$ cat config.mk
export PLATFORM = sky130hd
export DESIGN_NAME = ux607_qspi_media_mcs_flat
export DESIGN_NICKNAME = d
export VERILOG_FILES = /design/src/rtl/ux607_qspi_media_mcs_if.sv /design/src/rtl/ux607_qspi_media_mcs.sv /design/src/flat_wrapper.sv
export SDC_FILE = /design/constraint.sdc
export NUM_CORES = 1
export LEC_CHECK = 0
export BUFFER_PORTS_ARGS = -buffer_cell sky130_fd_sc_hd__buf_2
export CAP_MARGIN = 20
export CORE_ASPECT_RATIO = 0.75
export CORE_MARGIN = 2
export CORE_UTILIZATION = 35
export CTS_CLUSTER_SIZE = 10
export DETAILED_ROUTE_END_ITERATION = 8
export PLACE_DENSITY = 0.68
export SYNTH_ARGS = -nofsm -noshare
export SYNTH_HDL_FRONTEND = slang
export SYNTH_SLANG_ARGS = --single-unit
export TNS_END_PERCENT = 5
$ cat constraint.sdc
create_clock -name clock -period 3.1 [get_ports clock]
set_clock_uncertainty 0.15 [all_clocks]
set_input_delay 0.155 -clock clock [delete_from_list [all_inputs] [get_ports clock]]
set_output_delay 0.155 -clock clock [all_outputs]
set_load 0.02 [all_outputs]
$ cat src/rtl/ux607_qspi_media_mcs_if.sv
// Link-side frame requests and phy-side op stream of the QSPI media layer.
// The design connects through the slave modport; the requester/phy side uses master.
interface ux607_qspi_media_mcs_if #(
    parameter int unsigned DLY_W = 8
);
    logic             link_tx_valid;
    logic             link_tx_ready;
    logic [7:0]       link_tx_bits;
    logic [DLY_W-1:0] link_cnt;
    logic             link_cs_set;
    logic             link_cs_clear;
    logic             link_cs_hold;
    logic             link_active;

    logic             op_valid;
    logic             op_ready;
    logic             op_fn;
    logic             op_stb;
    logic [DLY_W-1:0] op_cnt;
    logic [7:0]       op_data;

    modport slave (
        input  link_tx_valid, link_tx_bits, link_cnt, link_cs_set, link_cs_clear,
               link_cs_hold, op_ready,
        output link_tx_ready, link_active, op_valid, op_fn, op_stb, op_cnt, op_data
    );

    modport master (
        output link_tx_valid, link_tx_bits, link_cnt, link_cs_set, link_cs_clear,
               link_cs_hold, op_ready,
        input  link_tx_ready, link_active, op_valid, op_fn, op_stb, op_cnt, op_data
    );
endinterface

$ cat src/rtl/ux607_qspi_media_mcs.sv
// QSPI media layer: turns link frame requests into CS-assert, transfer and
// delay ops for the phy, with an idle timeout that releases CS on its own.
module ux607_qspi_media_mcs #(
    parameter int unsigned CS_WIDTH = 4,
    parameter int unsigned CS_ID_W  = 2,
    parameter int unsigned DLY_W    = 8,
    parameter int unsigned TO_W     = 16
) (
    input  logic                clock,
    input  logic                reset,
    input  logic [CS_ID_W-1:0]  ctrl_cs_id,
    input  logic [CS_WIDTH-1:0] ctrl_cs_dflt,
    input  logic [DLY_W-1:0]    ctrl_dla_cssck,
    input  logic [DLY_W-1:0]    ctrl_dla_sckcs,
    input  logic [DLY_W-1:0]    ctrl_dla_intercs,
    input  logic [DLY_W-1:0]    ctrl_dla_interxfr,
    input  logic [TO_W-1:0]     ctrl_cs_idle_to,
    ux607_qspi_media_mcs_if.slave bus,
    output logic                sts_timeout,
    output logic [CS_WIDTH-1:0] port_cs
);
    typedef enum logic [1:0] {
        ST_MAIN  = 2'd0,
        ST_XFR   = 2'd1,
        ST_CSOFF = 2'd2
    } state_t;

    state_t              state_q;
    logic [CS_WIDTH-1:0] port_cs_q;
    logic                cs_assert_q;
    logic                clear_q;
    logic [CS_ID_W-1:0]  cs_id_q;
    logic                cs_set_q;
    logic [TO_W-1:0]     idle_cnt_q;
    logic                to_flag_q;
    logic                sts_q;

    logic [CS_WIDTH-1:0] cs_next;
    logic [CS_WIDTH-1:0] cs_release;
    logic                cs_update;
    logic                clear_d;
    logic                cs_deassert;
    logic                idle_cycle;
    logic                to_fire;

    // An out-of-range id shifts the set bit out, leaving every line at default.
    assign cs_next     = ctrl_cs_dflt ^ (CS_WIDTH'(bus.link_cs_set) << ctrl_cs_id);
    assign cs_release  = port_cs_q ^ (CS_WIDTH'(cs_set_q) << cs_id_q);
    assign cs_update   = (cs_next != port_cs_q);
    // A clear request in the same cycle as a new frame already wins over it.
    assign clear_d     = clear_q | (bus.link_cs_clear & cs_assert_q);
    assign cs_deassert = clear_d | (cs_update & ~bus.link_cs_hold) | to_flag_q;

    assign idle_cycle  = (state_q == ST_MAIN) & cs_assert_q & ~bus.link_tx_valid
                       & (ctrl_cs_idle_to != '0);
    assign to_fire     = idle_cycle & ~to_flag_q
                       & (idle_cnt_q == (ctrl_cs_idle_to - TO_W'(1)));

    assign port_cs          = port_cs_q;
    assign sts_timeout      = sts_q;
    assign bus.link_active  = cs_assert_q;
    assign bus.op_data      = bus.link_tx_bits;

    // Op presented to the phy; op_valid never depends on op_ready.
    always_comb begin
        bus.op_valid      = 1'b0;
        bus.op_fn         = 1'b0;
        bus.op_stb        = 1'b0;
        bus.op_cnt        = '0;
        bus.link_tx_ready = 1'b0;
        unique case (state_q)
            ST_MAIN: begin
                if (!cs_assert_q) begin
                    if (bus.link_tx_valid) begin
                        bus.op_valid = 1'b1;
                        bus.op_fn    = 1'b1;
                        bus.op_cnt   = ctrl_dla_cssck;
                    end
                end else if (cs_deassert) begin
                    bus.op_valid = 1'b1;
                    bus.op_fn    = 1'b1;
                    bus.op_cnt   = ctrl_dla_sckcs;
                end else begin
                    bus.op_valid      = bus.link_tx_valid;
                    bus.op_cnt        = bus.link_cnt;
                    bus.link_tx_ready = bus.op_ready;
                end
            end
            ST_XFR: begin
                bus.op_valid = (ctrl_dla_interxfr != '0);
                bus.op_fn    = 1'b1;
                bus.op_cnt   = ctrl_dla_interxfr;
            end
            ST_CSOFF: begin
                bus.op_valid = 1'b1;
                bus.op_fn    = 1'b1;
                bus.op_stb   = 1'b1;
                bus.op_cnt   = ctrl_dla_intercs;
            end
            default: ;
        endcase
    end

    always_ff @(posedge clock or posedge reset) begin
        if (reset) begin
            state_q     <= ST_MAIN;
            port_cs_q   <= '1;
            cs_assert_q <= 1'b0;
            clear_q     <= 1'b0;
            cs_id_q     <= '0;
            cs_set_q    <= 1'b0;
            idle_cnt_q  <= '0;
            to_flag_q   <= 1'b0;
            sts_q       <= 1'b0;
        end else begin
            sts_q   <= 1'b0;
            clear_q <= clear_d;
            unique case (state_q)
                ST_MAIN: begin
                    if (!cs_assert_q) begin
                        cs_id_q <= ctrl_cs_id;
                        if (!bus.link_tx_valid) begin
                            port_cs_q <= ctrl_cs_dflt;
                        end else if (bus.op_ready) begin
                            cs_assert_q <= 1'b1;
                            cs_set_q    <= bus.link_cs_set;
                            port_cs_q   <= cs_next;
                            idle_cnt_q  <= '0;
                        end
                    end else begin
                        if (cs_deassert) begin
                            if (bus.op_ready) state_q <= ST_CSOFF;
                        end else if (bus.link_tx_valid && bus.op_ready) begin
                            state_q <= ST_XFR;
                        end
                        if (bus.link_tx_valid) begin
                            idle_cnt_q <= '0;
                        end else if (idle_cycle && idle_cnt_q != '1) begin
                            idle_cnt_q <= idle_cnt_q + TO_W'(1);
                        end
                        if (to_fire) begin
                            to_flag_q <= 1'b1;
                            sts_q     <= 1'b1;
                        end
                    end
                end
                ST_XFR: begin
                    if (ctrl_dla_interxfr == '0 || bus.op_ready) state_q <= ST_MAIN;
                end
                ST_CSOFF: begin
                    if (bus.op_ready) begin
                        port_cs_q   <= cs_release;
                        cs_assert_q <= 1'b0;
                        clear_q     <= 1'b0;
                        to_flag_q   <= 1'b0;
                        state_q     <= ST_MAIN;
                    end
                end
                default: state_q <= ST_MAIN;
            endcase
        end
    end
endmodule
$ cat src/flat_wrapper.sv
// flat-port wrapper written by rule: the top's interface ports become plain ports
module ux607_qspi_media_mcs_flat 
#(
    parameter int unsigned CS_WIDTH = 4,
    parameter int unsigned CS_ID_W  = 2,
    parameter int unsigned DLY_W    = 8,
    parameter int unsigned TO_W     = 16
)
  (clock, reset, ctrl_cs_id, ctrl_cs_dflt, ctrl_dla_cssck, ctrl_dla_sckcs, ctrl_dla_intercs, ctrl_dla_interxfr, ctrl_cs_idle_to, sts_timeout, port_cs, bus_link_tx_valid, bus_link_tx_bits, bus_link_cnt, bus_link_cs_set, bus_link_cs_clear, bus_link_cs_hold, bus_op_ready, bus_link_tx_ready, bus_link_active, bus_op_valid, bus_op_fn, bus_op_stb, bus_op_cnt, bus_op_data);
  ux607_qspi_media_mcs_if #(.DLY_W(DLY_W)) bus_i ();
  input  logic clock;
  input  logic reset;
  input  logic [CS_ID_W-1:0] ctrl_cs_id;
  input  logic [CS_WIDTH-1:0] ctrl_cs_dflt;
  input  logic [DLY_W-1:0] ctrl_dla_cssck;
  input  logic [DLY_W-1:0] ctrl_dla_sckcs;
  input  logic [DLY_W-1:0] ctrl_dla_intercs;
  input  logic [DLY_W-1:0] ctrl_dla_interxfr;
  input  logic [TO_W-1:0] ctrl_cs_idle_to;
  output logic sts_timeout;
  output logic [CS_WIDTH-1:0] port_cs;
  input wire logic [$bits(bus_i.link_tx_valid)-1:0] bus_link_tx_valid;
  input wire logic [$bits(bus_i.link_tx_bits)-1:0] bus_link_tx_bits;
  input wire logic [$bits(bus_i.link_cnt)-1:0] bus_link_cnt;
  input wire logic [$bits(bus_i.link_cs_set)-1:0] bus_link_cs_set;
  input wire logic [$bits(bus_i.link_cs_clear)-1:0] bus_link_cs_clear;
  input wire logic [$bits(bus_i.link_cs_hold)-1:0] bus_link_cs_hold;
  input wire logic [$bits(bus_i.op_ready)-1:0] bus_op_ready;
  output wire logic [$bits(bus_i.link_tx_ready)-1:0] bus_link_tx_ready;
  output wire logic [$bits(bus_i.link_active)-1:0] bus_link_active;
  output wire logic [$bits(bus_i.op_valid)-1:0] bus_op_valid;
  output wire logic [$bits(bus_i.op_fn)-1:0] bus_op_fn;
  output wire logic [$bits(bus_i.op_stb)-1:0] bus_op_stb;
  output wire logic [$bits(bus_i.op_cnt)-1:0] bus_op_cnt;
  output wire logic [$bits(bus_i.op_data)-1:0] bus_op_data;
  assign bus_i.link_tx_valid = bus_link_tx_valid;
  assign bus_i.link_tx_bits = bus_link_tx_bits;
  assign bus_i.link_cnt = bus_link_cnt;
  assign bus_i.link_cs_set = bus_link_cs_set;
  assign bus_i.link_cs_clear = bus_link_cs_clear;
  assign bus_i.link_cs_hold = bus_link_cs_hold;
  assign bus_i.op_ready = bus_op_ready;
  assign bus_link_tx_ready = bus_i.link_tx_ready;
  assign bus_link_active = bus_i.link_active;
  assign bus_op_valid = bus_i.op_valid;
  assign bus_op_fn = bus_i.op_fn;
  assign bus_op_stb = bus_i.op_stb;
  assign bus_op_cnt = bus_i.op_cnt;
  assign bus_op_data = bus_i.op_data;
  ux607_qspi_media_mcs #(.CS_WIDTH(CS_WIDTH), .CS_ID_W(CS_ID_W), .DLY_W(DLY_W), .TO_W(TO_W)) u_core (.clock(clock), .reset(reset), .ctrl_cs_id(ctrl_cs_id), .ctrl_cs_dflt(ctrl_cs_dflt), .ctrl_dla_cssck(ctrl_dla_cssck), .ctrl_dla_sckcs(ctrl_dla_sckcs), .ctrl_dla_intercs(ctrl_dla_intercs), .ctrl_dla_interxfr(ctrl_dla_interxfr), .ctrl_cs_idle_to(ctrl_cs_idle_to), .bus(bus_i), .sts_timeout(sts_timeout), .port_cs(port_cs));
endmodule
==> out/summary.txt, run 1 <==
Status: finished, final reports clean
Synth top area share: 21.73%
EDFF count, synth: 0
# IOs: 103
WL/cell: 15.59 µm
Period utilization: 88.46%
Top FF cell, synth: dfrtp_1
Peak VDD IR: 0.0003352 V
GPL Wtd Cong: 0.8868
Fin. Hold Viols: 0
Worst Hold Class: in -> reg
Synth cell count leaders: nand2_1, nor2_1, o21ai_0
Share of cells above drive strength 1: 25.97%
Postcts setup bufs: 0
# fillers: 793
Ant diodes: 0
Largest net degree at the start of global routing: 30
Synth area leaders: dfrtp_1, xnor2_1, o21ai_0
Port-buffer cells: 86
DRT iter0 DRCs: 340
WP data required: 2790 ps
Syn Area/Cell: 7.781 µm²
P_leak: 1.493 nW
Setup-failing EPs final: 0
Global-route wire length before repair: 13.31 mm
Gr usage total: 18.67%
Final ANT Viol Nets: 0
Initial core utilization: 36.20%
Post-DP HPWL: 6.453 mm
Fmax achieved: 364.6 MHz
Nets: 522
Reg-to-reg slack, setup: 410 ps
CP Class: reg -> out
Grt ovf: 0
Yosys cell types: 60
Root Buffer Master: clkbuf_8
Number of global-route vias before repair: 2,745
Clk slew on worst S/H paths: 60 ps
Post-Syn Area: 2879 µm²
WL met2: 3.935 mm
Sinks on Clock Net: 29
Critical Path Start: u_core.port_cs[1]
CP endpoint: bus_op_cnt[1]
Pwr Density: 680.0 nW/µm²
CP Capture Type: primary output
Register bit count reported by yosys: 29
Vias/cell: 5.838
Top-count cell post-synth: nand2_1
Worst Path Max Fanout: 8
Area of the die: 8975 µm²
DR top layer: met4
Post-Place Worst Slack: 435.4 ps
Routed WL: 8.483 mm
Reg area: 730.7 µm²
FFs w/ async S/R, synth: 100.0%
Core ar.: 7953 µm²
Synth Net Count: 454
Via Count: 3,176
Critical Path AT: 2440 ps
Clk buf depth: 2
Least-Margin Pin Slew: 754.1 ps
CTS tree: done
Area growth from synthesis to layout: 19.77%
YS warnings: 0
RSZ-0062 raised after global routing: no
RR Startpoint: u_core.state_q[0]
Clk Latency, worst-skew pair: 290 ps
Setup WS post-layout: 357.6 ps
Row Count: 28
Post-Syn Instances: 370
Initial antenna violation count: 0
Register area share after synthesis: 25.38%
Drt pass-1 iters: 8
Final worst path period need: 2742 ps
Max cap viols: 0
Routed length on met1: 3.948 mm
CTS H-tree lvls: 2
Final Max Tran Viols: 0
Die Height: 82.55 µm
Number of CTS-inserted buffers: 5
Critical Path Start Type: flip-flop
Setup TNS: 0 ps
# DRC: 0
R2r endpoint: u_core.idle_cnt_q[9]
Slew Limit Headroom: 49.26%
FF-to-FF path depth: 8
Multi-input gate area: 1954 µm²
Met3 WL: 535 µm
Die width: 108.7 µm
Yosys top cell by area: dfrtp_1
==> registers in the layout (all words and copies together), names as in the netlist <==
signal / count
u_core.port_cs: 4
u_core.cs_id_q: 2
u_core.sts_timeout: 1
u_core.idle_cnt_q: 16
u_core.cs_set_q: 1
u_core.state_q: 2
u_core.bus.link_active: 1
u_core.clear_q: 1
u_core.to_flag_q: 1
==> cell families (layout without fill, tap and decap cells) <==
family	Yosys count	after routing	share of synthesized area, %
xor gates and xnor gates	32	32	9.735
muxes	1	1	0.3911
AOI/OAI and AO/OA	109	109	26.34
DFF	29	29	25.38
and+or+nand+nor	151	151	27.90
adders and majority gates	7	7	3.042
buffers and inverters	41	110	7.214
==> per-layer routing <==
| metal | global-route usage, % | up-vias |
|---|---|---|
| met3 | 4.160 | 11 |
| met5 | 0 | - |
| met2 | 28.06 | 105 |
| met1 | 27.06 | 1533 |
| li1 | - | 1527 |
| met4 | 4.487 | 0 |
==> power by group <==
part / internal [mW] / leakage, nW / switching (mW) / total, mW
logic: 0.509 / 1.06 / 0.828 / 1.34
clock network: 0.262 / 0.0585 / 0.145 / 0.406
registers: 0.480 / 0.377 / 0.121 / 0.601
==> cell usage in the layout, fill, tap and decap left out, types with 8 or more instances in the layout <==
| cell type | Yosys | final |
|---|---|---|
| and3_1 | 12 | 12 |
| nor2_1 | 30 | 29 |
| buf_2 | 8 | 86 |
| o21ai_0 | 27 | 27 |
| a222oi_1 | 8 | 8 |
| a21oi_1 | 18 | 18 |
| xor2_1 | 14 | 14 |
| nand4_1 | 9 | 9 |
| nor2b_1 | 8 | 8 |
| o31ai_1 | 9 | 9 |
| nor4_1 | 9 | 8 |
| xnor2_1 | 18 | 18 |
| nor3_1 | 9 | 8 |
| dfrtp_1 | 25 | 25 |
| nand3_1 | 13 | 13 |
| a221oi_1 | 8 | 8 |
| inv_1 | 10 | 10 |
| nand2_1 | 33 | 33 |
==> through the flow <==
| step | area, µm² | util [%] | power [mW] | cells | hold slack (ps) |
|---|---|---|---|---|---|
| CTS | 3435 | 43.19 | 2.328 | 544 | 29.51 |
| floorplan | 2879 | - | 1.534 | 370 | 80.15 |
| global route | 3448 | 43.36 | 2.533 | 544 | 47.49 |
| finish | 3448 | 43.36 | 2.345 | 544 | 35.98 |
| global placement | 3308 | 41.60 | 1.886 | 535 | 96.19 |
| detailed placement | 3308 | 41.60 | 1.913 | 535 | 92.35 |
==> repair_timing <==
action,CTS,global route
hold buffers,1,0
endpoints found under the hold margin,25,0
setup endpoints to repair,0,8
gates resized for setup,0,3
==> worst max-delay path: stages (launching register included) <==
cell	delay (ps)
dfstp_2	560
xor2_1	210
xnor2_1	120
nor4_2	400
and3_1	410
a221oi_1	150
nor2_1	130
buf_2	180
==> worst min path at each step <==
stage | slack [ps] | cells after the start | to | start
after floorplan | 80 | 1 | u_core.bus.link_active | reset
after global placement | 100 | 3 | u_core.idle_cnt_q[2] | reset
after detailed placement | 90 | 3 | u_core.cs_id_q[1] | reset
after CTS | 30 | 3 | u_core.cs_id_q[0] | ctrl_cs_id[0]
after global routing | 50 | 3 | u_core.cs_id_q[0] | ctrl_cs_id[0]
final | 40 | 3 | u_core.cs_id_q[0] | ctrl_cs_id[0]
==> final cells by class <==
cell class	instances	share of cell area, %
clock buffer	7	2.504
sequential	29	21.19
inverter	10	1.089
clock inverter	1	0.8708
multi-input combinational	300	56.68
timing repair buffer	92	13.86
tap	105	3.810
Note: power is estimated with default switching activity, not from simulation.
==> inputs of run 2 (changes only) <==
--- a/config.mk
+++ b/config.mk
@@ -6,4 +6,5 @@
 export NUM_CORES = 1
 export LEC_CHECK = 0
+export ABC_AREA = 1
 export BUFFER_PORTS_ARGS = -buffer_cell sky130_fd_sc_hd__buf_2
 export CAP_MARGIN = 20
@@ -13,5 +14,5 @@
 export CTS_CLUSTER_SIZE = 10
 export DETAILED_ROUTE_END_ITERATION = 8
-export PLACE_DENSITY = 0.68
+export PLACE_DENSITY = 0.67
 export SYNTH_ARGS = -nofsm -noshare
 export SYNTH_HDL_FRONTEND = slang
==> constraint.sdc (replaced) <==
create_clock -name clock -period 3.1 [get_ports clock]
set_clock_uncertainty 0.15 [all_clocks]
set_input_delay 0.62 -clock clock [delete_from_list [all_inputs] [get_ports clock]]
set_output_delay 0.62 -clock clock [all_outputs]
set_load 0.02 [all_outputs]
==> run 2 against run 1 <==
Net effect:
- worst hold slack improved by 230 ps
- register-to-register slack improved by 270 ps
- wire length rose by 7.9%
- die area rose by 10%
- global-route usage barely moved
- area after synthesis rose by 11%
- largest cell class unchanged
- total power rose by 2.9%
- critical endpoint is now bus_op_cnt[7]
- core utilization fell by 0.80 points
- count of clock-buffer cells in the layout rose by 1
- sequential share of layout area fell by 2.0 points
- highest routed layer unchanged
- fmax fell by 5.9%
==> out/summary.txt, run 2 <==
P_leak: 1.989 nW (+33%)
Most common library cell in the layout ignoring fill and taps: nand2_1
Largest family of logic cells by synthesized area: simple AND/OR/NAND/NOR gates
Post-Synth Simple-Gate Area: 41.17% (+13 points)
Yosys top cell by area: dfrtp_1
Post-Syn Area: 3182 µm² (+11%)
Status: finished, final reports clean
Critical Path AT: 2140 ps (-300 ps)
Most frequent cells in the layout: nand2_1, inv_1, buf_2
Multi-input gate area: 1977 µm² (+1.2%)
Hold bufs inserted after CTS: 0 (-1)
Top-count cell post-synth: nand2_1
Number of global-route vias before repair: 3,250 (+18%)
Synth top area share: 19.66% (-2.1 points)
Sinks on Clock Net: 29 (unchanged)
Complex-gate fraction of the synthesized area: 13.61% (-13 points)
Number of CTS-inserted buffers: 5 (unchanged)
GRT met1 Usage: 27.27% (+0.22 points)
Row Count: 30 (+7.1%)
Area of the die: 9877 µm² (+10%)
Synth Area in XOR/XNOR: 4.404% (-5.3 points)
Reg-to-reg slack, setup: 680 ps (+270 ps)
Slowest cell delay on critical path: 170 ps (-390 ps)
Worst Path Max Fanout: 13 (+5)
Synth Net Count: 611 (+35%)
Least-Margin Pin Slew: 722.8 ps (-31.34 ps)
Postcts setup bufs: 0 (unchanged)
Gr usage total: 18.62% (-0.043 points)
Synth cell count leaders: nand2_1, inv_1, nand3_1
Pwr Density: 634.3 nW/µm² (-6.7%)
Largest register FFs: 16 (unchanged)
Setup-failing EPs final: 0 (unchanged)
Die width: 114.1 µm (+4.9%)
# IOs: 103 (unchanged)
Final worst path period need: 2913 ps (+170.4 ps)
Met2 Use GR: 29.17% (+1.1 points)
Critical Path Start Type: primary input
Share of cells above drive strength 1: 20.72% (-5.2 points)
Register area share after synthesis: 22.97% (-2.4 points)
Syn Area/Cell: 6.038 µm² (-22%)
Ant diodes: 0 (unchanged)
Largest Register: u_core.idle_cnt_q
Grt ovf: 0 (unchanged)
Worst Hold Class: in -> async
Post-DP HPWL: 7.334 mm (+14%)
Slowest stage cell, crit path: buf_2
CP Capture Type: primary output
Drt pass-1 iters: 5 (-3)
Vias/cell: 5.064 (-13%)
# fillers: 953 (+20%)
Core ar.: 8934 µm² (+12%)
Multiplexer area fraction after synthesis: 0% (-0.39 points)
CTS H-tree lvls: 2 (unchanged)
EDFF count, synth: 0 (unchanged)
Yosys cell types: 34 (-43%)
Port-buffer cells: 86 (unchanged)
Period utilization: 93.96% (+5.5 points)
DRT iter0 DRCs: 212 (-38%)
FFs w/ async S/R, synth: 100.0% (unchanged)
Via Count: 3,646 (+15%)
Critical path cell sequence: buf_2 -> nand3_1 -> nand2_1 -> nand3_1 -> nand2_1 -> nor2_2 -> nand3_2 -> nand2_4 -> nand2_4 -> nand2_1 -> nand3_1 -> a21oi_2 -> buf_4
GPL Wtd Cong: 0.8854 (-0.16%)
WL/cell: 12.71 µm (-19%)
Fin. Hold Viols: 0 (unchanged)
Largest net degree at the start of global routing: 30 (unchanged)
Final Max Tran Viols: 0 (unchanged)
Synth Area in Adders: 2.753% (-0.29 points)
Area growth from synthesis to layout: 19.50%
Peak VDD IR: 0.0002975 V (-11%)
# DRC: 0 (unchanged)
Initial core utilization: 35.62% (-0.59 points)
Global-route wire length before repair: 15.02 mm (+13%)
Fin util: 42.56% (-0.80 points)
Max cap viols: 0 (unchanged)
Cell Count, Final, Fillers Out: 720 (+32%)
YS warnings: 0 (unchanged)
CTS tree: done
CP Class: in -> out
Register bit count reported by yosys: 29 (unchanged)
Top FF cell, synth: dfrtp_1
Reg area: 730.7 µm² (unchanged)
Nets: 691 (+32%)
WP data required: 2330 ps (-460 ps)
Routed WL: 9.150 mm (+7.9%)
Root Buffer Master: clkbuf_16
Placed Cells: 712 (+33%)
Fmax achieved: 343.3 MHz (-5.9%)
Final ANT Viol Nets: 0 (unchanged)
Post-Syn Instances: 527 (+42%)
Synth area leaders: dfrtp_1, nand2_1, inv_1
Total Power: 2.412 mW (+2.9%)
Clk Latency, worst-skew pair: 280 ps (about the same)
Clk slew on worst S/H paths: 50 ps (about the same)
Initial antenna violation count: 0 (unchanged)
Die Height: 86.57 µm (+4.9%)
Clk buf depth: 2 (unchanged)
Met3 usage: 3.217% (-0.94 points)
Slew Limit Headroom: 51.64% (+2.4 points)
GR peak layer: met2
## run 2: stage by stage
| stage | instance area, µm² | hold WS [ps] | TNS, ps | setup slack [ps] |
|---|---|---|---|---|
| after floorplan | 3182 | 331.3 | 0 | 348.6 |
| after global placement | 3647 | 373.4 | 0 | 295.2 |
| after detailed placement | 3647 | 367.3 | 0 | 176.7 |
| after CTS | 3794 | 280.3 | 0 | 168.6 |
| after global routing | 3802 | 325.6 | -5.909 | -5.909 |
| final | 3802 | 266.5 | 0 | 187.2 |
## run 2: worst paths after layout
check,startpoint,end,cells after the start
max reg2reg,u_core.state_q[0],u_core.port_cs[1],8
max in group asynchronous,reset,u_core.port_cs[1],3
min in group clock,u_core.port_cs[2],u_core.port_cs[2],2
min reg2reg,u_core.port_cs[2],u_core.port_cs[2],2
min,reset,u_core.idle_cnt_q[7],3
max,bus_link_cs_set,bus_op_cnt[7],13
## run 2: layer usage
layer	wire, µm	vias up
li1	-	1846
met1	4467	1686
met2	4198	106
met3	438	8
met4	45	0
met5	0	-
## run 2: layout make-up
class | instances | share of cell area [%]
repair buffers | 90 | 12.18
flip-flops and latches | 29 | 19.22
clock buffers | 8 | 3.850
multi-input cells | 389 | 51.99
inverters | 92 | 9.082
well taps | 112 | 3.685
## run 2: report_power, final
| group | internal (mW) | switching, mW |
|---|---|---|
| Sequential | 0.484 | 0.0925 |
| Combinational | 0.456 | 0.896 |
| Clock | 0.319 | 0.164 |
## run 2: worst max-delay path, delay by kind of cell
kind	cells	cell delay [ps]
buffers and inverters	2	320
and+or+nand+nor	10	1040
AOI/OAI and AO/OA	1	150
## run 2: cells by family (layout without fill, tap and decap cells)
kind of cell             count (synthesis)  after routing
AO/OA/AOI/OAI                           80             80
adder cells (fa/ha/maj)                  7              7
flip-flops                              29             29
AND/OR/NAND/NOR                        286            286
XOR/XNOR                                16             16
buffers and inverters                  109            190
## run 2: timing repair
action	4_1_cts	5_1_grt
endpoints found under the hold margin	0	0
endpoints found under the setup margin	0	1
resized for setup	0	3
==> inputs of run 3 (changes only) <==
- CELL_PAD_IN_SITES_DETAIL_PLACEMENT: unset -> 1
- CELL_PAD_IN_SITES_GLOBAL_PLACEMENT: unset -> 2
- CORE_MARGIN: 2 -> 1.5
- CORE_UTILIZATION: 35 -> 26
- PLACE_DENSITY: 0.67 -> 0.89
==> run 3 against run 2 <==
Net effect:
- critical path depth unchanged
- critical endpoint is now bus_op_cnt[5]
- sequential share of layout area fell by 0.35 points
- sequential cell count unchanged
- count of clock-buffer cells in the layout unchanged
- total power is 1.2% higher
- fmax is 0.46% higher
- global-route usage down 0.64 points
- die area up 31%
- largest power group unchanged
- design area rose by 1.9%
- first-iteration DRC count fell by 37%
==> out/summary.txt, run 3 (synthesis gave the netlist of run 2 again) <==
Status: finished, final reports clean
Area of the die: 12,920 µm² (+31%)
Share of cells above drive strength 1: 20.98% (+0.26 points)
Critical path cell sequence: buf_2 -> nand3_1 -> nand2_1 -> nand3_1 -> nand2_1 -> nor2_2 -> nand3_2 -> nand2_4 -> buf_4 -> nand3_1 -> nand3_1 -> a21oi_1 -> buf_2
Slew Limit Headroom: 51.16% (-0.48 points)
# IOs: 103 (unchanged)
Pwr Density: 629.9 nW/µm² (-0.69%)
Nets: 693 (+0.29%)
Largest register FFs: 16 (unchanged)
RSZ-0062 raised after global routing: no
Sw frac: 48.39% (+0.58 points)
P_leak: 1.996 nW (+0.34%)
Worst Path Max Fanout: 11 (-2)
Combinational power share: 56.4% (+0.4 points)
Cell Count, Final, Fillers Out: 772 (+7.2%)
Initial antenna violation count: 0 (unchanged)
Total Power: 2.440 mW (+1.2%)
Initial core utilization: 27.10% (-8.5 points)
Peak VDD IR: 0.0002321 V (-22%)
Number of global-route vias before repair: 3,900 (+20%)
Ant diodes: 0 (unchanged)
Routed WL: 10.84 mm (+18%)
Clock power frac: 19.9% (-0.2 points)
Placed cell areas: 3710 µm² (+1.7%)
Die Height: 98.81 µm (+14%)
Slowest cell delay on critical path: 210 ps (+40 ps)
Most frequent cells in the layout: nand2_1, inv_1, buf_2
GPL Wtd Cong: 0.8485 (-4.2%)
Sinks on Clock Net: 29 (unchanged)
Setup-failing EPs final: 0 (unchanged)
Largest Register: u_core.idle_cnt_q
Largest net degree at the start of global routing: 28 (-6.7%)
Final ANT Viol Nets: 0 (unchanged)
Crit path max-delay family: simple AND/OR/NAND/NOR gates
Clk slew on worst S/H paths: 50 ps (about the same)
CTS tree: done
Row Count: 34 (+13%)
Post-Place Worst Slack: 157.4 ps (-19.25 ps)
Setup WS post-layout: 200.5 ps (+13.30 ps)
Clk Latency, worst-skew pair: 270 ps (about the same)
Drt pass-1 iters: 4 (-1)
Setup TNS: 0 ps (unchanged)
CP Class: in -> out
Least-Margin Pin Slew: 729.9 ps (+7.187 ps)
Gr usage total: 17.98% (-0.64 points)
Most common library cell in the layout ignoring fill and taps: nand2_1
DRT iter0 DRCs: 134 (-37%)
# fillers: 1,602 (+68%)
Port-buffer cells: 86 (unchanged)
Worst Hold Class: in -> async
Vias/cell: 4.750 (-6.2%)
Grt ovf: 0 (unchanged)
Via Count: 3,667 (+0.58%)
Die width: 130.7 µm (+15%)
Critical Path Start: bus_link_cs_set
Period utilization: 93.53% (-0.43 points)
Area growth from synthesis to layout: 21.75%
Fin. Hold Viols: 0 (unchanged)
Internal power: 1.259 mW (about the same)
CTS H-tree lvls: 2 (unchanged)
Number of CTS-inserted buffers: 5 (unchanged)
Post-DP HPWL: 9.087 mm (+24%)
Final Max Tran Viols: 0 (unchanged)
WL/cell: 14.04 µm (+10%)
Critical Path AT: 2130 ps (about the same)
WP data required: 2330 ps (about the same)
Design area: 3874 µm² (+1.9%)
Final worst path period need: 2900 ps (-13.30 ps)
Crit-path most repeated cell: nand3_1
Clk buf depth: 2 (unchanged)
Bufs and invs on worst path: 3 (+1)
Psw: 1.181 mW (+2.4%)
Fmax achieved: 344.9 MHz (+0.46%)
Max cap viols: 0 (unchanged)
Core ar.: 11,740 µm² (+31%)
Global-route wire length before repair: 18.64 mm (+24%)
RR Startpoint: u_core.idle_cnt_q[1]
Placed Cells: 762 (+7.0%)
Critical Path Start Type: primary input
Slowest stage cell, crit path: buf_2
Share of power burned in registers: 23.7% (-0.2 points)
# DRC: 0 (unchanged)
CP Capture Type: primary output
Root Buffer Master: clkbuf_16
[run 3: metal layers]
metal,track usage (%),wire [µm],part of all wire [%]
met5,0,0,0
met3,2.714,281,2.6
met1,25.17,5321,49
met2,30.00,5189,48
met4,2.367,46,0.42
[run 3: area by class of cell]
type / instances / area [µm²] / area share [%]
clock buffers: 8 / 146.4 / 3.779
inverters: 92 / 345.3 / 8.915
multi-input cells: 389 / 1973 / 50.94
flip-flops and latches: 29 / 730.7 / 18.86
well taps: 162 / 202.7 / 5.233
repair buffers: 92 / 475.5 / 12.27
[run 3: path summary, 6_finish.rpt]
check,end,slack (ps),depth (start not counted)
hold / removal,u_core.port_cs[2],230,2
setup reg to reg,u_core.idle_cnt_q[6],680,12
hold reg to reg,u_core.port_cs[1],370,2
max in group asynchronous,u_core.port_cs[0],2150,3
min in group clock,u_core.port_cs[1],370,2
setup / recovery,bus_op_cnt[5],200,13
[run 3: power by group through the flow]
stage,Clock [mW],Combinational [mW],Sequential (mW)
final,0.486,1.38,0.577
after global routing,0.519,1.56,0.596
after CTS,0.494,1.38,0.581
after detailed placement,0,1.37,0.587
after global placement,0,1.33,0.580
after floorplan,0,0.941,0.599
[run 3: per-stage QoR]
stage	hold slack (ps)	utilization, %
finish	232.5	32.99
CTS	232.9	32.84
detailed placement	374.3	31.60
floorplan	331.3	-
global placement	364.8	31.60
global route	242.3	32.99
[run 3: timing repair]
action                     in CTS  in global routing
buffers inserted                0                  2
resized for setup               0                  2
setup endpoints to repair       0                  8
hold buffers                    0                  0
